`src/rtl/uart_pkg.sv`:
```
// uart_pkg: shared FSM state encoding and parity helper for the UART echo block.
package uart_pkg;

    typedef enum logic [2:0] {IDLE, START, DATA, PARITY, STOP} uart_state_t;

    function automatic logic parity_bit(input logic [7:0] data, input logic odd);
        return (^data) ^ odd;
    endfunction

endpackage

```
`src/rtl/uart_sync_fifo.sv`:
```
// uart_sync_fifo: single-clock FIFO with occupancy count; a push while full is taken only alongside a pop.
module uart_sync_fifo #(
    parameter int DEPTH = 16,
    parameter int WIDTH = 8
) (
    input  logic                     clk,
    input  logic                     rst,
    input  logic                     push,
    input  logic                     pop,
    input  logic [WIDTH-1:0]         wdata,
    output logic [WIDTH-1:0]         rdata,
    output logic                     full,
    output logic                     empty,
    output logic [$clog2(DEPTH):0]   level
);
    localparam int AW = $clog2(DEPTH);
    localparam logic [AW:0] FULL_LVL = DEPTH[AW:0];

    logic [WIDTH-1:0] mem [DEPTH];
    logic [AW-1:0]    wr_ptr, rd_ptr;
    logic             do_push, do_pop;

    assign full    = level == FULL_LVL;
    assign empty   = level == '0;
    assign do_pop  = pop && !empty;
    assign do_push = push && (!full || do_pop);
    assign rdata   = mem[rd_ptr];

    always_ff @(posedge clk or posedge rst) begin
        if (rst) begin
            wr_ptr <= '0;
            rd_ptr <= '0;
            level  <= '0;
        end else begin
            if (do_push) wr_ptr <= wr_ptr + 1'b1;
            if (do_pop) rd_ptr <= rd_ptr + 1'b1;
            level <= level + {{AW{1'b0}}, do_push} - {{AW{1'b0}}, do_pop};
        end
    end

    always_ff @(posedge clk) begin
        if (do_push) mem[wr_ptr] <= wdata;
    end

endmodule

```
`src/rtl/uart_echo_fifo.sv`:
```
// uart_echo_fifo: UART receiver feeding a FIFO that drains into a UART transmitter.
// Define UART_PARITY_EN to add a parity bit (sense set by PARITY_ODD) in both directions.
module uart_echo_fifo
    import uart_pkg::*;
#(
    parameter int CLKS_PER_BIT = 1250,
    parameter int DATA_BITS    = 8,
    parameter int STOP_BITS    = 1,
    parameter int FIFO_DEPTH   = 16,
    parameter int PARITY_ODD   = 0
) (
    input  logic                          clk,
    input  logic                          rst,
    input  logic                          uart_rx,
    output logic                          uart_tx,
    input  logic                          tx_pause,
    output logic                          rx_frame_err,
    output logic                          rx_parity_err,
    output logic                          rx_overflow,
    output logic [$clog2(FIFO_DEPTH):0]   fifo_level,
    output logic                          tx_busy
);
    localparam int CW = $clog2(STOP_BITS * CLKS_PER_BIT + 1);
    localparam logic [CW-1:0] BIT_END  = CW'(CLKS_PER_BIT - 1);
    localparam logic [CW-1:0] HALF     = CW'(CLKS_PER_BIT / 2);
    localparam logic [CW-1:0] STOP_END = CW'(STOP_BITS * CLKS_PER_BIT - 1);
    localparam logic [2:0]    LAST_BIT = 3'(DATA_BITS - 1);

    logic                 rx_s1, rx_s, rx_q;
    uart_state_t          rx_state, tx_state;
    logic [CW-1:0]        rx_cnt, tx_cnt;
    logic [2:0]           rx_idx, tx_idx;
    logic [DATA_BITS-1:0] rx_shift, tx_shift, rdata;
    logic                 rx_brk, rx_tick, tx_tick;
    logic                 push, pop, full, empty;

    assign rx_tick = rx_cnt == BIT_END;
    assign tx_tick = tx_cnt == BIT_END;
    assign pop     = tx_state == IDLE && !empty && !tx_pause;

`ifdef UART_PARITY_EN
    localparam logic ODD = PARITY_ODD[0];
    logic rx_bad, tx_par;
    assign push = rx_state == STOP && !rx_brk && rx_tick && rx_s && !rx_bad;
`else
    assign push = rx_state == STOP && !rx_brk && rx_tick && rx_s;
    assign rx_parity_err = 1'b0;
`endif

    // uart_rx is asynchronous; rx_q is a third stage used only for edge detection
    always_ff @(posedge clk or posedge rst) begin
        if (rst) {rx_s1, rx_s, rx_q} <= 3'b111;
        else {rx_s1, rx_s, rx_q} <= {uart_rx, rx_s1, rx_s};
    end

    always_ff @(posedge clk or posedge rst) begin
        if (rst) begin
            rx_state     <= IDLE;
            rx_cnt       <= '0;
            rx_idx       <= '0;
            rx_shift     <= '0;
            rx_brk       <= 1'b0;
            rx_frame_err <= 1'b0;
            rx_overflow  <= 1'b0;
`ifdef UART_PARITY_EN
            rx_bad        <= 1'b0;
            rx_parity_err <= 1'b0;
`endif
        end else begin
            rx_frame_err <= 1'b0;
`ifdef UART_PARITY_EN
            rx_parity_err <= 1'b0;
`endif
            rx_cnt <= rx_cnt + 1'b1;
            if (push && full && !pop) rx_overflow <= 1'b1;
            case (rx_state)
                IDLE: if (rx_q && !rx_s) begin
                    rx_cnt   <= '0;
                    rx_state <= START;
                end
                START: if (rx_cnt == HALF) begin
                    rx_cnt   <= '0;
                    rx_idx   <= '0;
                    rx_state <= rx_s ? IDLE : DATA;
                end
                DATA: if (rx_tick) begin
                    rx_cnt   <= '0;
                    rx_idx   <= rx_idx + 1'b1;
                    rx_shift <= {rx_s, rx_shift[DATA_BITS-1:1]};
`ifdef UART_PARITY_EN
                    if (rx_idx == LAST_BIT) rx_state <= PARITY;
`else
                    if (rx_idx == LAST_BIT) rx_state <= STOP;
`endif
                end
`ifdef UART_PARITY_EN
                PARITY: if (rx_tick) begin
                    rx_cnt        <= '0;
                    rx_bad        <= rx_s != parity_bit(8'(rx_shift), ODD);
                    rx_parity_err <= rx_s != parity_bit(8'(rx_shift), ODD);
                    rx_state      <= STOP;
                end
`endif
                // a low stop bit means a break: hold here until the line idles high
                STOP: if (rx_brk) begin
                    if (rx_s) begin
                        rx_brk   <= 1'b0;
                        rx_state <= IDLE;
                    end
                end else if (rx_tick) begin
                    if (rx_s) rx_state <= IDLE;
                    else begin
                        rx_frame_err <= 1'b1;
                        rx_brk       <= 1'b1;
                    end
                end
                default: rx_state <= IDLE;
            endcase
        end
    end

    always_ff @(posedge clk or posedge rst) begin
        if (rst) begin
            tx_state <= IDLE;
            tx_cnt   <= '0;
            tx_idx   <= '0;
            tx_shift <= '0;
            uart_tx  <= 1'b1;
            tx_busy  <= 1'b0;
`ifdef UART_PARITY_EN
            tx_par   <= 1'b0;
`endif
        end else begin
            tx_cnt <= tx_cnt + 1'b1;
            case (tx_state)
                IDLE: if (pop) begin
                    tx_shift <= rdata;
`ifdef UART_PARITY_EN
                    tx_par   <= parity_bit(8'(rdata), ODD);
`endif
                    tx_cnt   <= '0;
                    uart_tx  <= 1'b0;
                    tx_busy  <= 1'b1;
                    tx_state <= START;
                end
                START: if (tx_tick) begin
                    tx_cnt   <= '0;
                    tx_idx   <= '0;
                    uart_tx  <= tx_shift[0];
                    tx_shift <= tx_shift >> 1;
                    tx_state <= DATA;
                end
                DATA: if (tx_tick) begin
                    tx_cnt <= '0;
                    tx_idx <= tx_idx + 1'b1;
                    if (tx_idx == LAST_BIT) begin
`ifdef UART_PARITY_EN
                        uart_tx  <= tx_par;
                        tx_state <= PARITY;
`else
                        uart_tx  <= 1'b1;
                        tx_state <= STOP;
`endif
                    end else begin
                        uart_tx  <= tx_shift[0];
                        tx_shift <= tx_shift >> 1;
                    end
                end
`ifdef UART_PARITY_EN
                PARITY: if (tx_tick) begin
                    tx_cnt   <= '0;
                    uart_tx  <= 1'b1;
                    tx_state <= STOP;
                end
`endif
                STOP: if (tx_cnt == STOP_END) begin
                    tx_busy  <= 1'b0;
                    tx_state <= IDLE;
                end
                default: tx_state <= IDLE;
            endcase
        end
    end

    uart_sync_fifo #(
        .DEPTH(FIFO_DEPTH),
        .WIDTH(DATA_BITS)
    ) u_fifo (
        .clk   (clk),
        .rst   (rst),
        .push  (push),
        .pop   (pop),
        .wdata (rx_shift),
        .rdata (rdata),
        .full  (full),
        .empty (empty),
        .level (fifo_level)
    );

endmodule

```
`config.mk`:
```
export PLATFORM = sky130hd
export DESIGN_NAME = uart_echo_fifo
export DESIGN_NICKNAME = d
export VERILOG_FILES = /design/src/rtl/uart_pkg.sv /design/src/rtl/uart_sync_fifo.sv /design/src/rtl/uart_echo_fifo.sv
export SDC_FILE = /design/constraint.sdc
export NUM_CORES = 1
export LEC_CHECK = 0
export BUFFER_PORTS_ARGS = -buffer_cell sky130_fd_sc_hd__buf_4
export CAP_MARGIN = 20
export CORE_MARGIN = 4
export CORE_UTILIZATION = 45
export CTS_CLUSTER_DIAMETER = 40
export CTS_CLUSTER_SIZE = 40
export DETAILED_ROUTE_END_ITERATION = 10
export GPL_TIMING_DRIVEN = 1
export SLEW_MARGIN = 10
export SYNTH_ARGS = -nofsm -noshare
export SYNTH_HDL_FRONTEND = slang
export SYNTH_HIERARCHICAL = 1
export SYNTH_SLANG_ARGS = --single-unit
export TNS_END_PERCENT = 100
```
`constraint.sdc`:
```
create_clock -name clk -period 5.15 [get_ports clk]
set_input_delay 0.7725 -clock clk [delete_from_list [all_inputs] [get_ports clk]]
set_output_delay 0.7725 -clock clk [all_outputs]
set_load 0.03 [all_outputs]
```
==> results of run 1 <==
cell usage after synthesis (4+ instances only):
cell | number | area [um2]
sky130_fd_sc_hd__nor2_1 | 34 | 128
sky130_fd_sc_hd__nand2_1 | 28 | 105
sky130_fd_sc_hd__xnor2_1 | 12 | 105
sky130_fd_sc_hd__buf_6 | 8 | 90.1
sky130_fd_sc_hd__dfstp_2 | 4 | 105
sky130_fd_sc_hd__clkbuf_1 | 8 | 30.0
sky130_fd_sc_hd__a221oi_2 | 9 | 135
sky130_fd_sc_hd__mux2_2 | 23 | 259
sky130_fd_sc_hd__a21o_1 | 5 | 37.5
sky130_fd_sc_hd__ha_1 | 19 | 238
sky130_fd_sc_hd__mux2i_1 | 33 | 330
sky130_fd_sc_hd__nor3_1 | 14 | 70.1
sky130_fd_sc_hd__nand4_1 | 5 | 31.3
sky130_fd_sc_hd__a21oi_1 | 7 | 35.0
sky130_fd_sc_hd__xor2_1 | 16 | 140
sky130_fd_sc_hd__nand3_1 | 17 | 85.1
sky130_fd_sc_hd__dfrtp_1 | 67 | 1680
sky130_fd_sc_hd__o21ai_0 | 16 | 80.1
sky130_fd_sc_hd__a22oi_1 | 8 | 60.1
sky130_fd_sc_hd__inv_1 | 18 | 67.6
sky130_fd_sc_hd__nand2b_1 | 7 | 43.8
sky130_fd_sc_hd__mux4_2 | 16 | 360
sky130_fd_sc_hd__edfxtp_1 | 128 | 3840
sky130_fd_sc_hd__a221oi_1 | 7 | 61.3
layout make-up:
| type | instances | area share [%] |
|---|---|---|
| timing repair buffer | 16 | 1.27 |
| tap | 260 | 3.43 |
| multi-input combinational | 326 | 29.2 |
| clock inverter | 14 | 1.58 |
| inverter | 18 | 0.712 |
| clock buffer | 18 | 4.52 |
| sequential | 199 | 59.3 |
final timing paths:
kind,start,endpoint,slack [ns],cells after the start
min in group asynchronous,rst,u_fifo/level[4]$_DFF_PP0_,0.42,2
min reg2reg,rx_s1$_DFF_PP1_,rx_s$_DFF_PP1_,0.36,0
min,rx_s1$_DFF_PP1_,rx_s$_DFF_PP1_,0.36,0
max reg2reg,rx_cnt[1]$_DFF_PP0_,u_fifo/level[4]$_DFF_PP0_,1.17,15
max in group asynchronous,rst,rx_shift[6]$_DFFE_PP0P_,4.09,3
max,rx_cnt[1]$_DFF_PP0_,u_fifo/level[4]$_DFF_PP0_,1.17,15
sequential cells by signal, summed over array words and instances, names as in the netlist:
| signal | cells |
|---|---|
| rx_brk | 1 |
| rx_q | 1 |
| rx_frame_err | 1 |
| tx_cnt | 11 |
| rx_overflow | 1 |
| u_fifo/rd_ptr | 4 |
| rx_idx | 3 |
| rx_shift | 8 |
| uart_tx | 1 |
| u_fifo/mem | 128 |
| rx_s | 1 |
| tx_busy | 1 |
| rx_s1 | 1 |
| u_fifo/wr_ptr | 4 |
| rx_state | 3 |
| u_fifo/level | 5 |
| tx_shift | 8 |
| tx_idx | 3 |
| rx_cnt | 11 |
| tx_state | 3 |
metal layers:
layer  share of wire (%)  up-vias  global-route usage (%)  wire, um
met5                   0        -                       0         0
met1                  46     2299                    22.5      7430
met2                  48       89                    24.8      7840
met4                 2.2        0                    6.21       355
met3                 3.8       24                    3.32       622
li1                    -     2165                       -         -
power by group:
part,total (uW),switching [uW],internal (uW),leakage (uW)
Clock,1290,576,718,0.000261
Sequential,1990,198,1800,0.00239
Combinational,717,374,344,0.00128
cell usage in the layout, fill, tap and decap left out, types with 3 or more instances in the layout:
cell type	netlist	final
sky130_fd_sc_hd__ha_1	19	19
sky130_fd_sc_hd__a221oi_1	7	7
sky130_fd_sc_hd__a21oi_1	7	7
sky130_fd_sc_hd__o31ai_1	3	3
sky130_fd_sc_hd__nand2_1	28	28
sky130_fd_sc_hd__nand2b_1	7	7
sky130_fd_sc_hd__nor2_1	34	34
sky130_fd_sc_hd__inv_1	18	17
sky130_fd_sc_hd__mux2i_1	33	33
sky130_fd_sc_hd__nor2b_1	3	3
sky130_fd_sc_hd__buf_4	3	16
sky130_fd_sc_hd__dfstp_2	4	4
sky130_fd_sc_hd__edfxtp_1	128	128
sky130_fd_sc_hd__and2_1	3	3
sky130_fd_sc_hd__nand4_1	5	5
sky130_fd_sc_hd__xnor2_1	12	12
sky130_fd_sc_hd__nand3_1	17	17
sky130_fd_sc_hd__a221oi_2	9	9
sky130_fd_sc_hd__dfrtp_1	67	66
sky130_fd_sc_hd__o21ai_0	16	16
sky130_fd_sc_hd__a22oi_1	8	8
sky130_fd_sc_hd__xor2_1	16	16
sky130_fd_sc_hd__mux4_2	16	16
sky130_fd_sc_hd__clkinvlp_4	0	7
sky130_fd_sc_hd__mux2_2	23	23
sky130_fd_sc_hd__a21o_1	5	5
sky130_fd_sc_hd__nor3_1	14	14
sky130_fd_sc_hd__clkbuf_16	0	17
per-stage QoR:
stage	util, %	setup WS, ns	power, uW	hold WS (ns)	std cells
3_5_place_dp	47.3	1.23	2760	0.348	819
3_3_place_gp	47.3	1.30	2730	0.346	819
4_1_cts	50.4	1.17	4050	0.358	851
2_1_floorplan	-	1.62	2620	0.345	568
5_1_grt	50.4	0.919	4220	0.359	851
6_report	50.4	1.17	4010	0.357	851
cell families (layout without fill, tap and decap cells):
kind of cell	after synthesis	in the layout	share of synthesized area (%)
other cells	1	1	0.0434
xor+xnor	28	28	2.84
compound gates	66	66	6.28
mux	73	73	11.1
simple gates	138	138	8.77
buf+inv	43	66	2.92
fa+ha+maj	20	20	2.98
flops	199	199	65.1
==> flow_metrics.tcl, run 1 <==
set metrics [dict create \
    synth.ff_latch_count 199 \
    vias 4577 \
    clock_network_latency_to_the_later_pin_of_the_worst_skew_pair_ns 0.43 \
    timing.critical_path.required_ns 5.50 \
    share_of_final_layout_standard_cells_stronger_than_drive_strength_1_pct 19.1 \
    core_region_area_um2 18800 \
    ys_seq_area_share_pct 65.1 \
    port_buffer_count 12 \
    grt_first_pass_wirelength_um 26400 \
    library_cells_used_by_synthesis 63 \
    cts_post_setup_buffers_inserted 0 \
    timing.hold.worst.class "register to register" \
    synth_edf_count 128 \
    cap_violations 0 \
    cpLargestDelayFamily "simple AND/OR/NAND/NOR gates" \
    syn-num-nets 592 \
    cts.sinks 199 \
    placedInstanceArea_um2 8910 \
    floorplan.initialDensity_pct 45.9 \
    timing.setup.tns_ns 0 \
    critical_path.max_stage_delay_ns 0.57 \
    outcome "finished clean" \
    die_area_um2 21500 \
    finalInstanceArea_um2 9490 \
    drt-wirelength-per-cell_um 19.1 \
    antenna-diode-count 0 \
    p_per_area_nw_per_um2 422 \
    slowest_stage "sky130_fd_sc_hd__nor4_4" \
    synth_area_per_cell_um2 15.2 \
    fmaxAchievable_ghz 0.251 \
    die_height_um 147 \
    seqCellArea_um2 5630 \
    drt_first_iter_violations 338 \
    floorplan.die.width_um 147 \
    wirelength_um 16200 \
    detail_route.first_pass.iterations 5 \
    ys.flop_type "sky130_fd_sc_hd__edfxtp_1" \
    grt_setup_unrepaired "false" \
    grt_start_max_net_pins 59 \
    detail_route.vias_per_cell 5.38 \
    timing.final.hold_violations 0 \
    type_of_element_capturing_the_critical_path "register" \
    grt_antenna_before_repair 0 \
    core.rowCount 50 \
    drc_errors 0 \
    cts_root_buffer "sky130_fd_sc_hd__clkbuf_16" \
    cp.arrival_ns 4.33 \
    power.leakage_uw 0.00393 \
    report.final.setup_viol 0 \
    syn2layout_area_growth_pct 9.72 \
    holdBufCountCts 0 \
    worst_clock_skew_ns 0.00793 \
    drv_slew 0 \
    fraction_of_synthesis_flops_using_an_asynchronous_set_or_reset_pin_pct 35.7 \
    clk_pin_slew_worst_setup_hold_paths_ns 0.07 \
    post_cts_resize_count 0 \
    cts_buffers 17 \
    synthesized_instance_count 568 \
    tightestPinTransition_ns 1.09 \
    cts_tree "yes" \
    layout_worst_path_cycle_share_pct 77.2 \
    num-nets-final 602 \
    n_fill_cell 1562 \
    htreeDepth 4 \
    ios 14 \
    final_antenna_net_count 0 \
    track_usage_pct 16.0 \
    ir_worst_vdd_v 0.000237 \
    path_cells "inv_1 -> ha_1 -> or4b_4 -> nor4_4 -> and4b_2 -> o21a_1 -> inv_1 -> ha_1 -> inv_1 -> ha_1 -> fa_1 -> a21oi_1 -> nor2_1 -> nor2_1 -> xnor2_1" \
    buffers_inverters_on_critical_path 3 \
    grt_overflow 0 \
    timing_worst_setup_path_type "register to register" \
    cts_buffer_depth 2 \
    relSlewSlack_pct 26.7 \
    critical_path_peak_fanout 9 \
    critPathLaunchType "register" \
    synthesis.yosys.warnings 6 \
    gp_congestion 0.814 \
    dp.final_hpwl_um 10900 \
    grt_pass1_vias 4633 \
    timing.final.crit_period_ns 3.98 \
    multiInputGateArea_um2 2770 \
    netlist_area_um2 8650 \
]
No activity file was read; power rests on OpenSTA's default activity.
==> run 2: changes to the inputs <==
Clock period 5.15 ns to 3.8 ns, I/O delays scaled along.
==> run 2 against run 1 <==
  * Sequential share of layout area fell by 0.68 points
  * Setup slack got worse by 0.76 ns
  * First-iteration DRC count fell by 27%
  * Combinational power rose by 38%
  * Register-to-register slack got worse by 0.76 ns
  * Highest routed layer unchanged
  * Fmax rose by 17%
==> flow_metrics.tcl, run 2 (synthesis results as in run 1) <==
set metrics [dict create \
    vias 4636 \
    critical_path_peak_fanout 4 \
    gp_congestion 0.819 \
    cap_violations 0 \
    htreeDepth 4 \
    cts_tree "yes" \
    drc_errors 0 \
    clock_network_latency_to_the_later_pin_of_the_worst_skew_pair_ns 0.43 \
    dp_cells 834 \
    fmaxAchievable_ghz 0.295 \
    final_util_pct 51.0 \
    p_per_area_nw_per_um2 564 \
    drt_first_iter_violations 246 \
    timing.hold.worst.class "input port to async pin" \
    finalNonFillerCells 866 \
    track_usage_pct 15.7 \
    detailroute.wirelength.met3_um 691 \
    drv_slew 0 \
    timing_worst_setup_path_type "register to register" \
    syn2layout_area_growth_pct 11.0 \
    placement.setup.worst_slack_ns 0.449 \
    worst_clock_skew_ns 0.00683 \
    floorplan.die.width_um 147 \
    clk_pin_slew_worst_setup_hold_paths_ns 0.07 \
    top_signal_layer_used "met4" \
    cts_buffers 17 \
    cts_post_setup_buffers_inserted 0 \
    critical_path.endpoint "u_fifo/level[4]$_DFF_PP0_" \
    p_int_uw 3880 \
    fin_ws_ns 0.408 \
    type_of_element_capturing_the_critical_path "register" \
    drt-wirelength-per-cell_um 18.5 \
    cp.arrival_ns 3.74 \
    cts_root_buffer "sky130_fd_sc_hd__clkbuf_16" \
    regMostFlops "u_fifo/mem" \
    port_buffer_count 12 \
    layout_top_registers "u_fifo/mem: 128 flops, rx_cnt: 11 flops, tx_cnt: 11 flops" \
    grt_antenna_before_repair 0 \
    grt_first_pass_wirelength_um 26000 \
    core_region_area_um2 18800 \
    dp.final_hpwl_um 11000 \
    timing.reg2reg.worst_path_depth 15 \
    die_area_um2 21500 \
    grt_pass1_vias 4728 \
    power.share.clock_pct 31.7 \
    wirelength_um 16000 \
    hold-worst-slack_ns 0.185 \
    total_switching_power_uw 1530 \
    share_of_final_layout_standard_cells_stronger_than_drive_strength_1_pct 21.0 \
    largest_register_ff_count 128 \
    setup_slack_of_the_most_critical_reg_to_reg_path_ns 0.41 \
    report.final.setup_viol 0 \
    tightestPinTransition_ns 0.963 \
    grt_setup_unrepaired "false" \
    timing.setup.tns_ns 0 \
    cts_buffer_depth 2 \
    p_seq_share_pct 50.0 \
    holdBufCountCts 0 \
    final_antenna_net_count 0 \
    grt_overflow 0 \
    cp-startpoint "rx_cnt[1]$_DFF_PP0_" \
    n_fill_cell 1544 \
    power.leakage_uw 0.00402 \
    timing.critical_path.required_ns 4.15 \
    worstReg2RegStart "rx_cnt[1]$_DFF_PP0_" \
    outcome "finished clean" \
    timing.final.hold_violations 0 \
    ir_worst_vdd_v 0.000289 \
    die_height_um 147 \
    relSlewSlack_pct 35.3 \
    ios 14 \
    relative_contribution_of_combinational_cells_to_total_power_pct 18.3 \
    wl_met2_um 7690 \
    detail_route.vias_per_cell 5.35 \
    most-common-layout-cells "sky130_fd_sc_hd__edfxtp_1 (128), sky130_fd_sc_hd__dfrtp_1 (66), sky130_fd_sc_hd__nor2_1 (34)" \
    layout_worst_path_cycle_share_pct 89.3 \
    timing.rr.end "u_fifo/level[4]$_DFF_PP0_" \
    cts.sinks 199 \
    antenna-diode-count 0 \
    critPathLaunchType "register" \
    final_common_cell "sky130_fd_sc_hd__edfxtp_1" \
    timing.final.crit_period_ns 3.39 \
    grt_start_max_net_pins 32 \
    floorplan.initialDensity_pct 45.9 \
    detail_route.first_pass.iterations 5 \
    num-nets-final 617 \
    core.rowCount 50 \
    post_cts_resize_count 0 \
    swShare_pct 28.3 \
    wirelength_met1_um 7340 \
]
run 2: cell types whose count changed in the layout (fill, tap and decap cells not counted), sizes merged:
cell	previous run	this run
clkbuf	18	19
inv	21	19
clkinvlp	7	5
buf	16	31
clkinv	2	5
run 2: how the worst min path moves through the flow:
stage | startpoint | to | slack [ns] | depth (start not counted)
after floorplan | rx_s1$_DFF_PP1_ | rx_s$_DFF_PP1_ | 0.35 | 0
after global placement | rx_s1$_DFF_PP1_ | rx_s$_DFF_PP1_ | 0.35 | 0
after detailed placement | rx_s1$_DFF_PP1_ | rx_s$_DFF_PP1_ | 0.35 | 0
after CTS | rst | u_fifo/rd_ptr[1]$_DFFE_PP0P_ | 0.19 | 2
after global routing | rst | u_fifo/level[4]$_DFF_PP0_ | 0.21 | 2
final | rst | u_fifo/rd_ptr[1]$_DFFE_PP0P_ | 0.19 | 2
run 2: power groups by stage:
stage                     sequential (uW)  combinational, uW  clock, uW
final                                2710                991       1720
after floorplan                      2660                895          0
after CTS                            2710               1000       1760
after global placement               2750                979          0
after detailed placement             2760                999          0
after global routing                 2740               1110       1850
run 2: layout make-up:
cell class	count	area, um2	share of cell area [%]
clock buffer	19	433	4.51
tap	260	325	3.39
multi-input combinational	326	2770	28.8
sequential	199	5630	58.6
inverter	18	67.6	0.704
timing repair buffer	31	245	2.56
clock inverter	13	131	1.37
run 2: per-stage QoR:
step	total power (uW)	area [um2]
2_1_floorplan	3550	8650
3_3_place_gp	3720	9030
3_5_place_dp	3760	9030
4_1_cts	5480	9600
5_1_grt	5700	9600
6_report	5410	9600
run 2: metal layers:
metal | track usage, % | vias to the layer above
met2 | 24.5 | 91
li1 | - | 2192
met3 | 3.01 | 22
met1 | 21.7 | 2331
met4 | 6.44 | 0
met5 | 0 | -
run 2: critical path, cell delays in order, from the launching register on:
cell	delay (ns)
sky130_fd_sc_hd__dfrtp_1	0.41
sky130_fd_sc_hd__inv_1	0.06
sky130_fd_sc_hd__ha_1	0.14
sky130_fd_sc_hd__or4b_4	0.50
sky130_fd_sc_hd__nor4_4	0.29
sky130_fd_sc_hd__and4b_2	0.31
sky130_fd_sc_hd__o21a_1	0.15
sky130_fd_sc_hd__inv_1	0.05
sky130_fd_sc_hd__ha_1	0.27
sky130_fd_sc_hd__inv_1	0.04
sky130_fd_sc_hd__ha_1	0.21
sky130_fd_sc_hd__fa_1	0.44
sky130_fd_sc_hd__a21oi_1	0.15
sky130_fd_sc_hd__nor2_1	0.05
sky130_fd_sc_hd__nor2_1	0.12
sky130_fd_sc_hd__xnor2_1	0.13
==> run 3: changes to the inputs <==
Settings changed: CORE_UTILIZATION 45 to 53, PLACE_DENSITY set to 0.69.
==> run 3 against run 2 <==
  * Global-route usage increased by 3.4 points
  * Sequential power about the same
  * Non-clock buffer count decreased by 1
==> flow_metrics.tcl, run 3 (synthesis results as in run 1) <==
set metrics [dict create \
    clk_pin_slew_worst_setup_hold_paths_ns 0.07 \
    grt.met1_usage_pct 27.3 \
    p_per_area_nw_per_um2 584 \
    final_antenna_net_count 0 \
    cp.arrival_ns 3.80 \
    critical_path.max_stage_delay_ns 0.51 \
    relSlewSlack_pct 36.1 \
    type_of_element_capturing_the_critical_path "register" \
    cts_buffer_depth 2 \
    vias 4783 \
    regMostFlops "u_fifo/mem" \
    grt_setup_unrepaired "false" \
    slowest_stage "sky130_fd_sc_hd__or4b_4" \
    power.leakage_uw 0.00406 \
    syn2layout_area_growth_pct 11.1 \
    port_buffer_count 12 \
    die_height_um 136 \
    cts_tree "yes" \
    grt_pass1_vias 4809 \
    grt_overflow 0 \
    most-common-layout-cells "sky130_fd_sc_hd__edfxtp_1 (128), sky130_fd_sc_hd__dfrtp_1 (66), sky130_fd_sc_hd__nor2_1 (34)" \
    num-nets-final 616 \
    grt_start_max_net_pins 44 \
    track_usage_pct 19.1 \
    ios 14 \
    grt-busiest-layer "met2" \
    timing.final.crit_period_ns 3.44 \
    timing.hold.worst.class "input port to async pin" \
    critical_path_peak_fanout 4 \
    core.rowCount 46 \
    grt_antenna_before_repair 0 \
    detail_route.vias_per_cell 5.83 \
    layout_top_registers "u_fifo/mem: 128 flops, rx_cnt: 11 flops, tx_cnt: 11 flops" \
    cp-startpoint "rx_cnt[1]$_DFF_PP0_" \
    wirelength_um 16400 \
    gp_congestion 0.875 \
    timing.final.hold_violations 0 \
    layout_worst_path_cycle_share_pct 90.4 \
    cts.sinks 199 \
    outcome "finished clean" \
    drc_errors 0 \
    grt_first_pass_wirelength_um 26400 \
    tightestPinTransition_ns 0.951 \
    antenna-diode-count 0 \
    die_area_um2 18400 \
    cap_violations 0 \
    drv_slew 0 \
    critPathLaunchType "register" \
    timing.reg2reg.worst_path_depth 15 \
    final_util_pct 60.2 \
    floorplan.die.width_um 136 \
    report.final.setup_viol 0 \
    cts_post_setup_buffers_inserted 0 \
    holdBufCountCts 0 \
    drt-wirelength-per-cell_um 19.9 \
    cts_root_buffer "sky130_fd_sc_hd__clkbuf_16" \
    fmaxAchievable_ghz 0.291 \
    ir_worst_vdd_v 0.000357 \
    cts_buffers 17 \
    final_common_cell "sky130_fd_sc_hd__edfxtp_1" \
    timing.setup.tns_ns 0 \
    timing.critical_path.required_ns 4.16 \
    worst_clock_skew_ns 0.00606 \
    clock_network_latency_to_the_later_pin_of_the_worst_skew_pair_ns 0.43 \
    floorplan.initialDensity_pct 54.2 \
    post_cts_resize_count 0 \
    setup_slack_of_the_most_critical_reg_to_reg_path_ns 0.36 \
    htreeDepth 4 \
    drt_first_iter_violations 410 \
    grtUsageMet2_pct 29.2 \
    timing_worst_setup_path_type "register to register" \
    core_region_area_um2 15900 \
    detail_route.first_pass.iterations 5 \
    worstReg2RegStart "rx_cnt[1]$_DFF_PP0_" \
    largest_register_ff_count 128 \
    path_cells "inv_1 -> ha_1 -> or4b_4 -> nor4_4 -> and4b_2 -> o21a_1 -> inv_1 -> ha_1 -> inv_1 -> ha_1 -> fa_1 -> a21oi_1 -> nor2_1 -> nor2_1 -> xnor2_1" \
    share_of_final_layout_standard_cells_stronger_than_drive_strength_1_pct 20.7 \
    global_route.usage.met3_pct 4.64 \
    dp.final_hpwl_um 10700 \
]
==> run 3: cell types whose count changed in the layout (fill, tap and decap cells not counted) <==
cell                         delta
sky130_fd_sc_hd__clkinv_2       -1
sky130_fd_sc_hd__buf_4          -1
sky130_fd_sc_hd__clkbuf_1       -2
sky130_fd_sc_hd__clkinvlp_4     -3
sky130_fd_sc_hd__inv_6          -1
sky130_fd_sc_hd__bufinv_16      +3
sky130_fd_sc_hd__clkinv_4       +2
sky130_fd_sc_hd__clkinvlp_2     -1
sky130_fd_sc_hd__clkinv_1       +3
==> run 3: worst max-delay path: cells and delay by family (launching register included) <==
family                     cells  cell delay, ns
AOI/OAI and AO/OA              2            0.30
xor gates and xnor gates       1            0.12
adders and majority gates      4            1.07
buffers and inverters          3            0.17
DFF                            1            0.41
and+or+nand+nor                5            1.31
==> run 3: stage by stage <==
stage	instance area, um2	setup WS [ns]	total power [uW]	std cells	hold slack (ns)
final	9610	0.365	5610	821	0.174
after detailed placement	8970	0.437	3750	789	0.349
after floorplan	8650	0.272	3550	568	0.345
after global placement	8970	0.526	3710	789	0.347
after global routing	9610	0.125	5880	821	0.220
after CTS	9610	0.375	5660	821	0.188
==> run 3: worst paths after layout <==
kind	to
min reg2reg	rx_s$_DFF_PP1_
min	u_fifo/level[4]$_DFF_PP0_
max reg2reg	u_fifo/level[4]$_DFF_PP0_
max in group asynchronous	uart_tx$_DFFE_PP1P_
max	u_fifo/level[4]$_DFF_PP0_
min in group clk	rx_s1$_DFF_PP1_
==> run 3: area by class of cell <==
cell class	instances	area (um2)
timing repair buffer	30	238
fill	1197	6340
sequential	199	5630
inverter	18	67.6
multi-input combinational	326	2770
tap	216	270
clock inverter	15	209
clock buffer	17	425
==> run 3: report_power, final <==
group          internal [uW]  switching [uW]  leakage, uW
registers               2430             275      0.00239
clock network           1160             754     0.000307
logic                    476             513      0.00136
total                   4070            1540      0.00406
==> run 3: routing by layer <==
| metal | part of all wire (%) | routed length, um | vias to the layer above |
|---|---|---|---|
| li1 | - | - | 2194 |
| met1 | 45 | 7320 | 2430 |
| met2 | 48 | 7910 | 135 |
| met3 | 4.9 | 798 | 24 |
| met4 | 2.1 | 338 | 0 |
| met5 | 0 | 0 | - |
